File: src/rtl/frame_filler.sv
// Fills every visible pixel of a frame with one colour, issuing 8-pixel
// bursts (one address command plus two 128-bit beats) in row-major order.
module frame_filler #(
  parameter int H_PIXELS = 800,
  parameter int V_PIXELS = 600
) (
  input  logic         clk,
  input  logic         rst,
  input  logic         FF_valid,
  input  logic [23:0]  FF_color,
  input  logic [31:0]  FF_frame,
  output logic         FF_ready,
  input  logic         af_full,
  output logic         af_wr_en,
  output logic [30:0]  af_addr_din,
  input  logic         wdf_full,
  output logic         wdf_wr_en,
  output logic [127:0] wdf_din,
  output logic [15:0]  wdf_mask_din
);

  localparam logic [6:0] LAST_COL = 7'(H_PIXELS / 8 - 1);
  localparam logic [9:0] LAST_ROW = 10'(V_PIXELS - 1);

  typedef enum logic [1:0] {S_IDLE, S_CMD, S_DATA2} state_t;

  state_t      r_state;
  logic        r_ready;
  logic [23:0] r_color;
  logic [5:0]  r_frame;
  logic [6:0]  r_col;
  logic [9:0]  r_row;

  logic w_cmd_push;
  logic w_beat2_push;

  // Enables are gated combinationally so a full flag in the same cycle
  // always suppresses the push.
  assign w_cmd_push   = (r_state == S_CMD) && !af_full && !wdf_full;
  assign w_beat2_push = (r_state == S_DATA2) && !wdf_full;

  assign FF_ready     = r_ready;
  assign af_wr_en     = w_cmd_push;
  assign wdf_wr_en    = w_cmd_push || w_beat2_push;
  assign af_addr_din  = {6'b0, r_frame, r_row, r_col, 2'b00};
  assign wdf_din      = {4{8'h00, r_color}};
  assign wdf_mask_din = 16'h0000;

  always_ff @(posedge clk or negedge rst) begin
    if (!rst) begin
      r_state <= S_IDLE;
      r_ready <= 1'b0;
      r_color <= '0;
      r_frame <= '0;
      r_col   <= '0;
      r_row   <= '0;
    end else begin
      case (r_state)
        S_IDLE: begin
          r_ready <= 1'b1;
          if (FF_valid && r_ready) begin
            r_color <= FF_color;
            r_frame <= FF_frame[27:22];
            r_col   <= '0;
            r_row   <= '0;
            r_ready <= 1'b0;
            r_state <= S_CMD;
          end
        end
        S_CMD: begin
          if (w_cmd_push) r_state <= S_DATA2;
        end
        S_DATA2: begin
          if (w_beat2_push) begin
            r_state <= S_CMD;
            if (r_col == LAST_COL) begin
              r_col <= '0;
              if (r_row == LAST_ROW) begin
                r_state <= S_IDLE;
                r_ready <= 1'b1;
              end else begin
                r_row <= r_row + 10'd1;
              end
            end else begin
              r_col <= r_col + 7'd1;
            end
          end
        end
        default: r_state <= S_IDLE;
      endcase
    end
  end

endmodule

File: config.mk
export PLATFORM = sky130hd
export DESIGN_NAME = frame_filler
export DESIGN_NICKNAME = d
export VERILOG_FILES = /design/src/rtl/frame_filler.sv
export SDC_FILE = /design/constraint.sdc
export NUM_CORES = 1
export LEC_CHECK = 0
export CORE_ASPECT_RATIO = 1.75
export CORE_MARGIN = 2
export CORE_UTILIZATION = 38
export CTS_CLUSTER_SIZE = 24
export DETAILED_ROUTE_END_ITERATION = 16
export PLACE_DENSITY = 0.88
export SYNTH_ARGS = -nofsm -noshare
export SYNTH_HDL_FRONTEND = slang
export SYNTH_SLANG_ARGS = --single-unit
File: constraint.sdc
create_clock -name clk -period 2.6 [get_ports clk]
set_clock_uncertainty 0.05 [all_clocks]
set_input_delay 0.78 -clock clk [delete_from_list [all_inputs] [get_ports clk]]
set_output_delay 0.78 -clock clk [all_outputs]
set_load 0.005 [all_outputs]
==> impl_metrics.env <==
export IMPL_outcome="finished, final reports clean"
export IMPL_min_delay_path_depth=1
export IMPL_achievable_frequency_mhz=400
export IMPL_synthToLayoutAreaGrowth_pct=35.6
export IMPL_htree_levels=2
export IMPL_finalCriticalPeriod_ns=2.50
export IMPL_holdWs_ns=0.457
export IMPL_detail_route_antenna_nets=0
export IMPL_postSynthCellCount=312
export IMPL_synthesis_area_um2=3250
export IMPL_crit_family="buffers and inverters"
export IMPL_postSynthAreaPerCell_um2=10.4
export IMPL_clock_insertion_delay_worst_skew_ns=0.29
export IMPL_boundaryPins=239
export IMPL_clock_tree_root_cell="sky130_fd_sc_hd__clkbuf_16"
export IMPL_cts_buffers_inserted=5
export IMPL_drt_pass1_iterations=4
export IMPL_first_global_vias=2169
export IMPL_nNetsFinal=466
export IMPL_post_route_cells_drive_above_1_share=0.158
export IMPL_remaining_drc_errors=0
export IMPL_routed_via_count=2361
export IMPL_design_die_area_um2=9340
export IMPL_post_synth_edffs=0
export IMPL_timing_hold_violations_final=0
export IMPL_post_cts_repair_setup_buffers=0
export IMPL_routed_wl_met3_um=659
export IMPL_power_frac_comb=0.544
export IMPL_power_static_leakage_nw=1.89
export IMPL_place_congestion=0.784
export IMPL_worst_path_cell_with_the_longest_stage_delay="sky130_fd_sc_hd__or2_2"
export IMPL_worst_ir_drop_vdd_mv=0.344
export IMPL_post_dp_hpwl_um=5740
export IMPL_antenna_diode_count=0
export IMPL_core_region_area_um2=8310
export IMPL_max_stage_delay_ns=0.30
export IMPL_timing_setup_critical_path_class="in -> out"
export IMPL_dr_wl_met2_um=4060
export IMPL_grt_setup_unrepaired="no"
export IMPL_intPower_w=0.00319
export IMPL_hold_path_end="r_frame[0]$_DFFE_PN0P_"
export IMPL_slew_limit_headroom=0.496
export IMPL_critical_path_source="af_full"
export IMPL_cts_tree="built"
export IMPL_gr_total_overflow=0
export IMPL_vias_per_cell=4.55
export IMPL_seq_area_frac_synth=0.385
export IMPL_path_clk_slew_ns=0.06
export IMPL_critPathCaptureType="primary output"
export IMPL_sequentialPowerShare=0.310
export IMPL_critical_path_buf_inv_count=2
export IMPL_grt_max_degree=34
export IMPL_leading_area_contributor_after_synthesis="sky130_fd_sc_hd__dfrtp_1"
export IMPL_synth_ff_type="sky130_fd_sc_hd__dfrtp_1"
export IMPL_slew_viol_final=0
export IMPL_net_switching_power_w=0.00130
export IMPL_first_iter_violations=98
export IMPL_grt_antenna_before_repair=0
export IMPL_worstHoldStart="r_frame[0]$_DFFE_PN0P_"
export IMPL_ys_warn_count=0
export IMPL_mean_routed_wirelength_per_cell_um=14.0
export IMPL_groute_usage_overall=0.149
export IMPL_crit_top_cell="sky130_fd_sc_hd__dlygate4sd2_1"
export IMPL_postSynth_asyncResetShare=1.00
export IMPL_crit_required_ns=1.77
export IMPL_post_synth_num_cell_types=48
export IMPL_clockBufferDepth=2
export IMPL_clock_power_share=0.146
export IMPL_portBuffers=156
export IMPL_tightestPinTransition_ns=0.756
export IMPL_netlist_top_cells_area="sky130_fd_sc_hd__dfrtp_1 39%, sky130_fd_sc_hd__buf_4 30%, sky130_fd_sc_hd__mux2_2 10%"
export IMPL_setup_tns_ns=0
export IMPL_placement_rows=44
export IMPL_kind_of_path_behind_the_tightest_hold_check="reg -> reg"
export IMPL_ff2ff_setup_slack_ns=0.81
export IMPL_critical_path_reg2reg_startpoint="r_row[4]$_DFFE_PN0P_"
export IMPL_routed_top_layer="met4"
export IMPL_fin_crit_share=0.962
export IMPL_start_util=0.391
export IMPL_synth_seq_cells=50
export IMPL_drv_cap=0
export IMPL_switching_share=0.289
export IMPL_crit_fanout=2
export IMPL_grt_first_pass_wirelength_um=10700
export IMPL_cp_cell_sequence="dlygate4sd2_1 -> nor4b_4 -> or2_2 -> dlygate4sd2_1"
export IMPL_r2r_end="r_row[5]$_DFFE_PN0P_"
export IMPL_setup_viol=0
export IMPL_cts_hold_repair_buffers=0
export IMPL_die_h_um=126
export IMPL_detail_route_wirelength_um=7290
export IMPL_route_layer_met1_wl_um=2440
export IMPL_die_w_um=73.9
export IMPL_cellPowerDensity_nw_per_um2=1020
export IMPL_clock_sink_count=50
export IMPL_synth_top_cell_area_share=0.385
export IMPL_startpoint_type="input port"
export IMPL_reg2reg_depth=5
export IMPL_critPathArrivalTime_ns=1.67
## final cells by class
| type | count | area [µm²] |
|---|---|---|
| Clock buffer | 7 | 143 |
| Tap cell | 115 | 144 |
| Multi-Input combinational cell | 175 | 1210 |
| Clock inverter | 1 | 5.00 |
| Fill cell | 709 | 3910 |
| Inverter | 5 | 18.8 |
| Timing Repair Buffer | 166 | 1640 |
| Sequential cell | 50 | 1250 |
## power by group through the flow
stage / clock network, W / logic (W) / registers [W]
after CTS: 0.000679 / 0.00247 / 0.00140
after global placement: 0 / 0.00242 / 0.00138
after floorplan: 0 / 0.00143 / 0.00136
after detailed placement: 0 / 0.00247 / 0.00141
after global routing: 0.000706 / 0.00262 / 0.00145
final: 0.000655 / 0.00244 / 0.00139
## layer usage
layer  track usage  up-vias
li1              -     1057
met1         0.146     1126
met2         0.286      169
met3        0.0342        9
met4        0.0578        0
met5             0        -
## worst max-delay path by stage
stage	slack [ns]	cells past startpoint	end
2_1_floorplan	0.34	2	wdf_wr_en
3_3_place_gp	-0.44	5	wdf_wr_en
3_5_place_dp	-0.53	4	af_wr_en
4_1_cts	0.02	4	af_wr_en
5_1_grt	0.01	4	af_wr_en
6_report	0.1	4	wdf_wr_en
## flip-flops by register name (all words and copies together), names as in the netlist
| register | cells |
|---|---|
| r_color | 24 |
| r_row | 10 |
| r_col | 7 |
| r_frame | 6 |
| r_state | 2 |
| FF_ready | 1 |
## placed cells by master, fill, tap and decap left out, drive strengths merged, types with 2 or more instances in the layout
cell type	instances
nand2b	2
a41oi	2
o22ai	2
dfrtp	50
nor3b	2
buf	11
dlygate4sd2	3
xor2	3
and3	5
inv	5
clkbuf	8
o21ai	6
nor2	7
nand3	8
o211ai	2
clkdlybuf4s50	151
nor4b	2
nand4	3
ha	2
nand2	11
or2	2
a31oi	13
nor3	2
mux2	30
conb	56
## through the flow
stage / total power [W] / utilization / setup slack [ns] / area [µm²] / cells
global route: 0.00477 / 0.530 / 0.0129 / 4410 / 519
CTS: 0.00455 / 0.530 / 0.0187 / 4400 / 519
global placement: 0.00379 / 0.511 / -0.437 / 4250 / 511
detailed placement: 0.00389 / 0.511 / -0.530 / 4250 / 511
finish: 0.00449 / 0.530 / 0.0979 / 4410 / 519
floorplan: 0.00279 / - / 0.337 / 3460 / 367
## cell families (layout without fill, tap and decap cells)
group / after synthesis / count (layout) / share of synthesized area
xor gates and xnor gates: 3 / 3 / 0.00809
AOI/OAI and AO/OA: 34 / 34 / 0.0812
DFF: 50 / 50 / 0.385
other: 1 / 56 / 0.00115
adders and majority gates: 2 / 2 / 0.00770
muxes: 31 / 31 / 0.107
buffers and inverters: 142 / 179 / 0.317
and+or+nand+nor: 49 / 49 / 0.0928
## what timing repair did
| item | CTS | global route |
|---|---|---|
| pin swaps | 1 | 1 |
| endpoints found under the hold margin | 0 | 0 |
| setup endpoints to repair | 2 | 2 |
| gates resized for setup | 6 | 3 |
## Yosys cell counts, drive strengths merged, types with 3 or more instances
| cell type | count |
|---|---|
| nand3 | 8 |
| nand4 | 3 |
| and3 | 5 |
| nor2 | 7 |
| buf | 135 |
| o21ai | 6 |
| dfrtp | 50 |
| mux2 | 30 |
| a31oi | 13 |
| xor2 | 3 |
| inv | 5 |
| nand2 | 11 |
Power figures use the tool's default switching activity.
